===== config.mk =====
export PLATFORM = sky130hd
export DESIGN_NAME = colour_seeker
export DESIGN_NICKNAME = d
export VERILOG_FILES = /design/src/rtl/colour_seeker.sv
export SDC_FILE = /design/constraint.sdc
export NUM_CORES = 1
export LEC_CHECK = 0
export ABC_AREA = 1
export BUFFER_PORTS_ARGS = -buffer_cell sky130_fd_sc_hd__buf_2
export CAP_MARGIN = 20
export CORE_AREA = 2 2 42 44
export DETAILED_ROUTE_END_ITERATION = 10
export DIE_AREA = 0 0 44 46
export GPL_ROUTABILITY_DRIVEN = 0
export HOLD_SLACK_MARGIN = 0.05
export PLACE_DENSITY = 0.68
export SLEW_MARGIN = 0
export SYNTH_ARGS = -nofsm -noshare
export SYNTH_HDL_FRONTEND = slang
export SYNTH_SLANG_ARGS = --single-unit

===== constraint.sdc =====
create_clock -name clk -period 2.34 [get_ports clk]
set_input_delay 0.234 -clock clk [delete_from_list [all_inputs] [get_ports clk]]
set_output_delay 0.234 -clock clk [all_outputs]
set_load 0.1 [all_outputs]

===== src/rtl/colour_seeker.sv =====
// colour_seeker: initiator-side controller for the dynamic LED lighting block.
// Accepts a target colour over valid/ready, then presses the lighting block's
// button one step at a time until the observed colour matches the target.
// Reports completion, the number of presses used, and error conditions
// (illegal target, illegal observed colour, timeout).

module colour_seeker #(
  parameter int unsigned MAX_STEPS = 6
) (
  input  logic       clk,
  input  logic       rst,
  input  logic       req_valid,
  input  logic [2:0] req_colour,
  output logic       req_ready,
  input  logic [2:0] colour_in,
  output logic       button,
  output logic       done,
  output logic       err,
  output logic [1:0] err_code,
  output logic [2:0] presses
);

  typedef enum logic [1:0] {
    ST_IDLE   = 2'd0,
    ST_SEEK   = 2'd1,
    ST_PRESS  = 2'd2,
    ST_SETTLE = 2'd3
  } state_e;

  localparam logic [2:0] MAX_STEPS_C = 3'(MAX_STEPS);

  localparam logic [1:0] ERR_NONE    = 2'b00;
  localparam logic [1:0] ERR_TARGET  = 2'b01;
  localparam logic [1:0] ERR_COLOUR  = 2'b10;
  localparam logic [1:0] ERR_TIMEOUT = 2'b11;

  // The lighting block only ever shows codes 001..110; 000 and 111 are illegal.
  function automatic logic colour_legal(input logic [2:0] c);
    return (c != 3'b000) && (c != 3'b111);
  endfunction

  // Lighting block sequence 001 -> ... -> 110 -> 001; kept for the checker.
  function automatic logic [2:0] colour_next(input logic [2:0] c);
    logic [2:0] n;
    if (c == 3'b110) begin
      n = 3'b001;
    end else begin
      n = c + 3'b001;
    end
    return n;
  endfunction

  state_e     state_q,     state_d;
  logic [2:0] target_q,    target_d;
  logic [2:0] presses_q,   presses_d;
  logic       button_q,    button_d;
  logic       done_q,      done_d;
  logic       err_q,       err_d;
  logic [1:0] err_code_q,  err_code_d;
  logic       req_ready_q, req_ready_d;

  // Next-state and next-output computation for the seek controller.
  always_comb begin
    state_d    = state_q;
    target_d   = target_q;
    presses_d  = presses_q;
    button_d   = 1'b0;
    done_d     = 1'b0;
    err_d      = 1'b0;
    err_code_d = ERR_NONE;

    case (state_q)
      ST_IDLE: begin
        // req_ready is high throughout IDLE, so req_valid alone means accept.
        if (req_valid) begin
          presses_d = 3'd0;
          if (colour_legal(req_colour)) begin
            target_d = req_colour;
            state_d  = ST_SEEK;
          end else begin
            err_d      = 1'b1;
            err_code_d = ERR_TARGET;
            state_d    = ST_IDLE;
          end
        end else begin
          state_d = ST_IDLE;
        end
      end

      ST_SEEK: begin
        // Priority: bad observation, then match, then step budget, then press.
        if (!colour_legal(colour_in)) begin
          err_d      = 1'b1;
          err_code_d = ERR_COLOUR;
          state_d    = ST_IDLE;
        end else if (colour_in == target_q) begin
          done_d  = 1'b1;
          state_d = ST_IDLE;
        end else if (presses_q == MAX_STEPS_C) begin
          err_d      = 1'b1;
          err_code_d = ERR_TIMEOUT;
          state_d    = ST_IDLE;
        end else begin
          button_d  = 1'b1;
          presses_d = presses_q + 3'd1;
          state_d   = ST_PRESS;
        end
      end

      ST_PRESS: begin
        // Button was high for exactly this cycle; release it.
        state_d = ST_SETTLE;
      end

      ST_SETTLE: begin
        // Give the lighting block a cycle to present its new colour.
        state_d = ST_SEEK;
      end

      default: begin
        state_d = ST_IDLE;
      end
    endcase

    req_ready_d = (state_d == ST_IDLE);
  end

  // Controller state and registered outputs, cleared asynchronously on reset.
  always_ff @(posedge clk or posedge rst) begin
    if (rst) begin
      state_q     <= ST_IDLE;
      target_q    <= 3'd0;
      presses_q   <= 3'd0;
      button_q    <= 1'b0;
      done_q      <= 1'b0;
      err_q       <= 1'b0;
      err_code_q  <= ERR_NONE;
      req_ready_q <= 1'b1;
    end else begin
      state_q     <= state_d;
      target_q    <= target_d;
      presses_q   <= presses_d;
      button_q    <= button_d;
      done_q      <= done_d;
      err_q       <= err_d;
      err_code_q  <= err_code_d;
      req_ready_q <= req_ready_d;
    end
  end

  assign req_ready = req_ready_q;
  assign button    = button_q;
  assign done      = done_q;
  assign err       = err_q;
  assign err_code  = err_code_q;
  assign presses   = presses_q;

  colour_seeker_chk #(
    .MAX_STEPS (MAX_STEPS)
  ) u_chk (
    .clk       (clk),
    .rst       (rst),
    .req_ready (req_ready_q),
    .button    (button_q),
    .done      (done_q),
    .err       (err_q),
    .err_code  (err_code_q),
    .presses   (presses_q),
    .colour_in (colour_in),
    .colour_nx (colour_next(colour_in))
  );

endmodule

// colour_seeker_chk: protocol properties of the seek controller outputs.
module colour_seeker_chk #(
  parameter int unsigned MAX_STEPS = 6
) (
  input logic       clk,
  input logic       rst,
  input logic       req_ready,
  input logic       button,
  input logic       done,
  input logic       err,
  input logic [1:0] err_code,
  input logic [2:0] presses,
  input logic [2:0] colour_in,
  input logic [2:0] colour_nx
);

  a_done_err_excl : assert property (@(posedge clk) disable iff (rst) !(done && err));
  a_code_idle     : assert property (@(posedge clk) disable iff (rst) !err |-> (err_code == 2'b00));
  a_code_nonzero  : assert property (@(posedge clk) disable iff (rst) err |-> (err_code != 2'b00));
  a_button_single : assert property (@(posedge clk) disable iff (rst) button |=> !button);
  a_button_busy   : assert property (@(posedge clk) disable iff (rst) button |-> !req_ready);
  a_presses_max   : assert property (@(posedge clk) disable iff (rst) presses <= 3'(MAX_STEPS));
  a_result_ready  : assert property (@(posedge clk) disable iff (rst) (done || err) |-> req_ready);
  a_colour_step   : assert property (@(posedge clk) disable iff (rst)
                                     (colour_in == 3'b110) |-> (colour_nx == 3'b001));

endmodule


==> run_results.csv, run 1 <==
group,metric,value,unit
outcome,run_status,"completed",
final_layout,drive_gt1_frac,0.333,
global_route,grt_pass1_vias,513,
routing,wl_met1,567,um
sta,rsz0062_at_grt,"no",
power,ir_drop,0.585,mV
clock_network,numCtsBuffers,3,
sta,whs,0.212,ns
power,power_density,1320,nW/um^2
clock_network,htreeDepth,1,
worst_setup_path,worst-path-buf-inv,1,
sta,skew,0.00264,ns
sta,max_freq,692,MHz
worst_setup_path,critPathMaxFanout,1,
global_route,grt_pass1_wl,2130,um
clock_network,cts_tree,"built",
clock_network,cts_setup_buffers,0,
worst_setup_path,required,2.11,ns
routing,routed.top_layer,"met4",
routing,wl_met3,44,um
worst_setup_path,cpMaxStageDelayCell,"dfstp_2",
worst_setup_path,worstSetupPathType,"flip-flop to output port",
sta,drv_slew,0,
synthesis,yosysSeqAreaShare,0.474,
sta,setup_viol,0,
routing,ant_nets,0,
die,die-area,2020,um^2
worst_setup_path,startpoint_type,"flip-flop",
final_layout,fin_cells,125,
worst_setup_path,crit_path_end_kind,"output port",
place,placedInstanceArea,848,um^2
final_layout,final_util,0.554,
global_route,globalRouteOverflowTotal,0,
synthesis,synth_warnings,0,
routing,route.detailed.drc,0,
clock_network,clk_pin_slew,0.08,ns
sta,slew_headroom,0.663,
final_layout,antenna_cells,0,
worst_setup_path,crit_family,"flip-flops",
synthesis,synth_area_per_cell,8.63,um^2
die,start_util,0.460,
clock_network,cts-resized-gates,0,
worst_setup_path,critPathArrivalTime,1.21,ns
sta,tns,0,ns
worst_setup_path,slowest_delay,0.52,ns
clock_network,cts_hold_buf,1,
routing,vias,588,
synthesis,synthesis.area,742,um^2
synthesis,ys_ff_latch,14,
sta,post-route-min-period,1.45,ns
min_path,hold_class,"input pin to flip-flop",
global_route,antenna_found_initial,0,
place,hpwl,951,um
sta,tightest_slew,0.505,ns
synthesis,synth_cell_type_count,18,
worst_setup_path,crit_chain,"buf_2",
clock_network,cts_buffer_depth,2,
routing,dr_wl_met2,588,um
routing,via_per_inst,4.70,
global_route,grtUsageTotal,0.150,
routing,routed_wl,1220,um
clock_network,insertion_delay,0.28,ns
place,dp_cells,120,
synthesis,synth_nets,97,
die,die_w,44,um
final_layout,syn_to_final_growth,20.6,%
clock_network,cts_root_buffer,"clkbuf_4",
sta,fin_crit_sh,0.618,
synthesis,syn_inst,86,
power,leakagePower,0.522,nW
routing,drtPass1Iterations,4,
run,maxCapViolations,0,
die,fp.coreArea,1610,um^2
routing,drt_iter0_markers,12,
global_route,grt_max_degree,15,
sta,hold_viol,0,
place,portBuffers,17,
final_layout,nNetsFinal,120,
die,die_height,46,um
final_layout,design_area,895,um^2
die,ios,18,
clock_network,clock-sinks,14,
die,num_rows,15,
routing,post_drt_wl_per_cell,9.76,um
==> state kept, by name, indices dropped and copies added (netlist names) <==
name       cells
button         1
done           1
err            1
err_code       2
presses        3
req_ready      1
state_q        2
target_q       3
==> through the flow <==
step                      setup slack (ns)  total power (W)
after detailed placement              1.03          0.00101
after global placement                1.04          0.00101
after global routing                 0.863          0.00126
after CTS                            0.875          0.00119
after floorplan                      0.401         0.000919
final                                0.894          0.00118
==> cells by family (layout without fill, tap and decap cells) <==
logic type,Yosys count,count (layout),synth area share
adders and majority gates,2,2,0.0337
xor gates and xnor gates,2,2,0.0236
and+or+nand+nor,45,45,0.341
buffers and inverters,16,38,0.0809
DFF,14,14,0.474
AOI/OAI and AO/OA,7,7,0.0472
==> Yosys cell counts <==
library cell   n  area (um^2)
dfrtp_1       13          325
dfstp_2        1         26.3
ha_1           2         25.0
inv_1         14         52.6
inv_2          2         7.51
nand2_1       22         82.6
nand2_2        2         12.5
nand2_4        3         33.8
nand3_1        6         30.0
nand3_2        2         20.0
nand3_4        1         17.5
nand4_1        1         6.26
nor2_1         4         15.0
nor2_2         2         12.5
nor2_4         2         22.5
o21ai_0        2         10.0
o21ai_1        5         25.0
xnor2_1        2         17.5
==> report_power, final <==
group,internal (W),total [W],switching (W)
registers,0.000325,0.000390,0.0000650
clock network,0.0000946,0.000173,0.0000787
logic,0.000143,0.000616,0.000472
total,0.000563,0.00118,0.000616
==> final timing paths <==
| kind | start | depth (start not counted) | slack (ns) | end |
|---|---|---|---|---|
| min reg2reg | target_q[0] | 2 | 0.53 | target_q[0] |
| max reg2reg | presses[0] | 8 | 1.02 | presses[1] |
| min in group asynchronous | rst | 3 | 0.52 | err |
| max | req_ready | 1 | 0.89 | req_ready |
| max in group asynchronous | rst | 3 | 1.47 | req_ready |
| min | req_colour[2] | 3 | 0.21 | target_q[2] |
==> layer usage <==
metal | global-route usage | vias to the layer above
li1 | - | 309
met1 | 0.181 | 264
met2 | 0.241 | 13
met3 | 0.0357 | 2
met4 | 0.0909 | 0
met5 | 0 | -
==> area by class of cell <==
cell class / instances / area, um^2
tap: 17 / 21.3
clock buffer: 4 / 36.3
inverter: 16 / 60.1
fill: 162 / 719
timing repair buffer: 18 / 95.1
sequential: 14 / 352
multi-input combinational: 56 / 330
==> layout by cell type (no fill, tap or decap) <==
cell and instances:
nand2_2 2, nand2_1 22, dfrtp_1 13, inv_2 2
o21ai_1 5, inv_1 14, nand3_2 2, buf_2 17
o21ai_0 2, clkbuf_4 3, nand3_1 6, clkbuf_8 1
xnor2_1 2, dfstp_2 1, nor2_4 2, ha_1 2
nor2_2 2, dlygate4sd3_1 1, nand4_1 1, nand3_4 1
nor2_1 4, nand2_4 3
Note: power is estimated with default switching activity, not from simulation.
==> run 2: changes to the inputs <==
--- a/config.mk
+++ b/config.mk
@@ -5,7 +5,7 @@
 export SDC_FILE = /design/constraint.sdc
 export NUM_CORES = 1
 export LEC_CHECK = 0
-export ABC_AREA = 1
+export ABC_AREA = 0
 export BUFFER_PORTS_ARGS = -buffer_cell sky130_fd_sc_hd__buf_2
 export CAP_MARGIN = 20
 export CORE_AREA = 2 2 42 44
@@ -13,7 +13,7 @@
 export DIE_AREA = 0 0 44 46
 export GPL_ROUTABILITY_DRIVEN = 0
 export HOLD_SLACK_MARGIN = 0.05
-export PLACE_DENSITY = 0.68
+export PLACE_DENSITY = 0.67
 export SLEW_MARGIN = 0
 export SYNTH_ARGS = -nofsm -noshare
 export SYNTH_HDL_FRONTEND = slang
==> constraint.sdc (replaced) <==
create_clock -name clk -period 1.42 [get_ports clk]
set_input_delay 0.142 -clock clk [delete_from_list [all_inputs] [get_ports clk]]
set_output_delay 0.142 -clock clk [all_outputs]
set_load 0.1 [all_outputs]
==> run 2 against run 1 <==
Effect of this change: register-to-register slack lost 0.96 ns; sequential power grew 70%; design area grew 2.1%; clock skew grew 0.0017 ns; first-iteration DRC count is the same; routed wire length grew 18%; global-route usage grew 1.8 points; highest routed layer unchanged.
==> run_results.csv, run 2 <==
group,metric,value,unit
outcome,run_status,"completed",
synthesis,synth_top_area_frac,0.445,
final_layout,antenna_cells,0,
clock_network,htreeDepth,1,
global_route,grt_pass1_vias,504,
clock_network,numCtsBuffers,3,
clock_network,clock-sinks,14,
synthesis,synth_nets,83,
synthesis,synth.most_common_cell,"dfrtp_1",
sta,setup_viol,0,
worst_setup_path,crit_path_end_kind,"output port",
min_path,hold-path-endpoint,"target_q[2]",
worst_setup_path,reg2reg_depth,4,
die,num_rows,15,
worst_setup_path,crit_chain,"buf_2",
worst_setup_path,cpMaxStageDelayCell,"dfstp_2",
die,die_w,44,um
clock_network,cts_tree,"built",
routing,drtPass1Iterations,4,
final_layout,nNetsFinal,106,
place,portBuffers,17,
die,die-area,2020,um^2
global_route,grt_pass1_wl,2330,um
power,power.total,0.00207,W
final_layout,fillerInstances,141,
sta,fin_crit_sh,0.959,
routing,drt_iter0_markers,12,
final_layout,drive_gt1_frac,0.383,
synthesis,syn_inst,72,
synthesis,synth_edf_count,0,
power,ir_drop,1.17,mV
worst_setup_path,r2r_start,"state_q[1]",
sta,hold_viol,0,
global_route,grt_max_degree,15,
sta,max_freq,734,MHz
worst_setup_path,reg2reg_to,"presses[2]",
routing,via_per_inst,5.43,
final_layout,largest_registers,"presses x3, target_q x3",
run,maxCapViolations,0,
min_path,worstHoldStart,"req_colour[0]",
die,die_height,46,um
clock_network,clk_pin_slew,0.09,ns
synthesis,synth_ff_type,"dfrtp_1",
sta,post-route-min-period,1.36,ns
synthesis,ys_async_sr_fraction,1.00,
global_route,antenna_found_initial,0,
routing,post_drt_wl_per_cell,13.0,um
sta,slew_headroom,0.631,
synthesis,ys_top_cells_by_area,"dfrtp_1 (45%), xnor2_1 (4.8%), inv_1 (4.1%), dfstp_2 (3.6%), nand2_1 (3.6%)",
place,hpwl,1060,um
global_route,grtUsageTotal,0.168,
final_layout,mostFrequentLayoutCells,"buf_2 (17), dfrtp_1 (10), inv_1 (7)",
final_layout,layout_commonest_cell,"buf_2",
clock_network,cts_buffer_depth,2,
synthesis,synth_area_per_cell,10.1,um^2
synthesis,synth_warnings,0,
clock_network,insertion_delay,0.29,ns
synthesis,yosysSeqAreaShare,0.481,
sta,drv_slew,0,
routing,route.detailed.drc,0,
routing,vias,603,
routing,routed_wl,1440,um
final_layout,syn_to_final_growth,25.0,%
die,fp.coreArea,1610,um^2
worst_setup_path,slowest_delay,0.52,ns
synthesis,synth_largest_area_cell,"dfrtp_1",
clock_network,cts_setup_buffers,0,
die,start_util,0.453,
synthesis,synthesis.area,731,um^2
worst_setup_path,critPathArrivalTime,1.22,ns
synthesis,synth_cell_type_count,30,
sta,rsz0062_at_grt,"no",
global_route,globalRouteOverflowTotal,0,
min_path,holdPathStages,2,
worst_setup_path,startpoint_type,"flip-flop",
routing,ant_nets,0,
worst_setup_path,worst-path-buf-inv,1,
worst_setup_path,regToRegSetupSlack,0.06,ns
min_path,hold_class,"input pin to flip-flop",
worst_setup_path,crit_family,"flip-flops",
sta,tightest_slew,0.554,ns
worst_setup_path,required,1.28,ns
die,ios,18,
synthesis,synth_common_cells,"dfrtp_1 (13), inv_1 (8), nand2_1 (7)",
worst_setup_path,critPathMaxFanout,1,
power,leakagePower,0.447,nW
worst_setup_path,worstSetupPathType,"flip-flop to output port",
power,power_density,2260,nW/um^2
sta,tns,0,ns
sta,skew,0.00436,ns
clock_network,cts_root_buffer,"clkbuf_4",
synthesis,ys_ff_latch,14,
[run 2: how the worst max path moves through the flow]
stage,slack (ns),end,start,cells after the start
floorplan,0.02,presses[1],presses[0],4
global placement,0.11,presses[2],state_q[0],4
detailed placement,0.11,presses[2],state_q[1],4
CTS,0.05,req_ready,req_ready,1
global route,0.01,presses[2],state_q[1],4
finish,0.06,req_ready,req_ready,1
[run 2: logic make-up (layout without fill, tap and decap cells)]
logic type / count (synthesis) / in the layout / synth area share
AND/OR/NAND/NOR: 22 / 22 / 0.190
AO/OA/AOI/OAI: 19 / 19 / 0.171
flip-flops: 14 / 14 / 0.481
buffers and inverters: 9 / 31 / 0.0479
XOR/XNOR: 4 / 4 / 0.0479
adder cells (fa/ha/maj): 2 / 2 / 0.0342
multiplexers: 2 / 2 / 0.0274
[run 2: area by class of cell]
type / count / area, um^2 / area share
Multi-Input combinational cell: 49 / 363 / 0.397
Sequential cell: 14 / 360 / 0.395
Timing Repair Buffer: 19 / 103 / 0.112
Clock buffer: 4 / 36.3 / 0.0397
Inverter: 8 / 30.0 / 0.0329
Tap cell: 17 / 21.3 / 0.0233
[run 2: what timing repair did]
action                                  4_1_cts  5_1_grt
endpoints found under the setup margin        0        1
hold buffers                                  1        0
endpoints found under the hold margin        13        0
resized for setup                             0        2
[run 2: where the power goes]
group | switching (W) | internal (W)
clock network | 0.000145 | 0.000156
logic | 0.000819 | 0.000285
registers | 0.000119 | 0.000544
total | 0.00108 | 0.000985
[run 2: stage by stage]
stage,util,area (um^2),std cells,hold slack (ns),setup slack [ns]
floorplan,-,749,72,0.0305,0.0197
global placement,0.532,858,106,0.198,0.115
detailed placement,0.532,858,106,0.217,0.109
CTS,0.560,905,111,0.0907,0.0538
global route,0.566,913,111,0.103,0.0115
finish,0.566,913,111,0.0948,0.0578
[run 2: layer usage]
layer,vias to the layer above,wire [um],global-route usage
met2,22,676,0.250
li1,294,-,-
met4,0,25,0.109
met1,283,640,0.212
met5,-,0,0
met3,4,99,0.0476
==> run 3: changes to the inputs <==
--- a/config.mk
+++ b/config.mk
@@ -8,9 +8,9 @@
 export ABC_AREA = 0
 export BUFFER_PORTS_ARGS = -buffer_cell sky130_fd_sc_hd__buf_2
 export CAP_MARGIN = 20
-export CORE_AREA = 2 2 42 44
+export CORE_AREA = 3 3 43 45
 export DETAILED_ROUTE_END_ITERATION = 10
-export DIE_AREA = 0 0 44 46
+export DIE_AREA = 0 0 46 48
 export GPL_ROUTABILITY_DRIVEN = 0
 export HOLD_SLACK_MARGIN = 0.05
 export PLACE_DENSITY = 0.67
==> run 3 against run 2 <==
Effect of this change: critical path depth up 3; core utilization grew 4.4 points; clock skew rose by 0.00072 ns; maximum frequency decreased by 2.8%; power shrank 0.48%; clock power is 4% lower; largest cell class unchanged; largest power group unchanged.
==> run_results.csv, run 3 (synthesis results as in run 2) <==
group,metric,value,unit
outcome,run_status,"completed",
sta,max_freq,714,MHz
global_route,grt_pass1_vias,550,
final_layout,final_util,0.610,
routing,vias,604,
min_path,worstHoldStart,"req_colour[0]",
routing,post_drt_wl_per_cell,13.0,um
worst_setup_path,crit_family,"simple AND/OR/NAND/NOR gates",
power,power.total,0.00206,W
sta,slew_headroom,0.646,
sta,rsz0062_at_grt,"yes",
min_path,hold_class,"input pin to flip-flop",
routing,routed.top_layer,"met4",
sta,hold_viol,0,
global_route,antenna_found_initial,0,
final_layout,drive_gt1_frac,0.372,
final_layout,largest_registers,"presses x3, target_q x3",
final_layout,fillerInstances,127,
worst_setup_path,worstSetupPathType,"flip-flop to flip-flop",
worst_setup_path,crit_path_start,"state_q[0]",
final_layout,antenna_cells,0,
final_layout,syn_to_final_growth,25.7,%
routing,wl_met3,76,um
place,portBuffers,17,
die,die-area,2210,um^2
worst_setup_path,crit_chain,"or3b_1, nand2_1, a31o_1, o31ai_4",
final_layout,layout_commonest_cell,"buf_2",
die,num_rows,14,
sta,whs,0.102,ns
global_route,globalRouteOverflowTotal,0,
clock_network,numCtsBuffers,3,
worst_setup_path,critPathArrivalTime,1.56,ns
final_layout,nNetsFinal,106,
sta,drv_slew,0,
sta,fin_crit_sh,0.987,
sta,setup_viol,0,
clock_network,htreeDepth,1,
worst_setup_path,slowest_delay,0.49,ns
place,hpwl,1110,um
clock_network,clock-sinks,14,
die,die_height,48,um
worst_setup_path,critPathMaxFanout,6,
routing,via_per_inst,5.49,
routing,routed_wl,1430,um
power,power_density,2240,nW/um^2
run,maxCapViolations,0,
power,leakagePower,0.447,nW
routing,drt_iter0_markers,10,
sta,layout_setup_ws,0.0191,ns
routing,route.detailed.drc,0,
worst_setup_path,r2r_start,"state_q[0]",
routing,drtPass1Iterations,4,
clock_network,cts_buffer_depth,2,
sta,post-route-min-period,1.40,ns
die,ios,18,
worst_setup_path,startpoint_type,"flip-flop",
global_route,grt_max_degree,15,
clock_network,clk_pin_slew,0.09,ns
power,ir_drop,1.56,mV
worst_setup_path,worst-path-buf-inv,0,
global_route,grt_pass1_wl,2390,um
worst_setup_path,required,1.58,ns
die,die_w,46,um
routing,dr_wl_met2,696,um
clock_network,cts_setup_buffers,0,
die,start_util,0.485,
clock_network,cts_tree,"built",
worst_setup_path,cpMaxStageDelayCell,"or3b_1",
sta,skew,0.00508,ns
routing,wl_met1,631,um
routing,ant_nets,0,
place,post-place-ws,0.0970,ns
final_layout,mostFrequentLayoutCells,"buf_2 (17), dfrtp_1 (10), inv_1 (7)",
clock_network,cts_root_buffer,"clkbuf_4",
worst_setup_path,crit_path_end_kind,"flip-flop",
clock_network,insertion_delay,0.28,ns
die,fp.coreArea,1510,um^2
global_route,grtUsageTotal,0.157,
sta,tightest_slew,0.531,ns
run 3: final timing paths:
kind | end | slack (ns) | depth (start not counted)
max | presses[2] | 0.02 | 4
min | target_q[1] | 0.10 | 2
max in group asynchronous | presses[1] | 0.58 | 3
min in group asynchronous | state_q[0] | 0.44 | 3
max reg2reg | presses[2] | 0.02 | 4
min reg2reg | presses[0] | 0.55 | 1
run 3: repair_timing:
item / 4_1_cts / 5_1_grt
setup endpoints to repair: 0 / 2
hold endpoints to repair: 13 / 0
resized for setup: 0 / 2
hold buffers: 1 / 0
run 3: layer usage:
metal  vias up  GRT usage
li1        299          -
met1       283      0.196
met2        18      0.261
met3         4     0.0338
met4         0     0.0682
met5         -          0
run 3: stage by stage:
step                      cell area, um^2  instances  TNS, ns
after floorplan                       749         72        0
after global placement                857        105        0
after detailed placement              857        105        0
after CTS                             903        110        0
after global routing                  918        110  -0.0220
final                                 918        110        0
run 3: cell type report:
class	instances	area [um^2]	share of cell area
inverters	8	30.0	0.0327
flip-flops and latches	14	360	0.392
well taps	16	20.0	0.0218
repair buffers	19	103	0.112
multi-input cells	49	369	0.402
clock buffers	4	36.3	0.0395
run 3: power by group:
group / internal (W) / switching [W]
clock network: 0.000156 / 0.000132
logic: 0.000279 / 0.000833
registers: 0.000544 / 0.000114
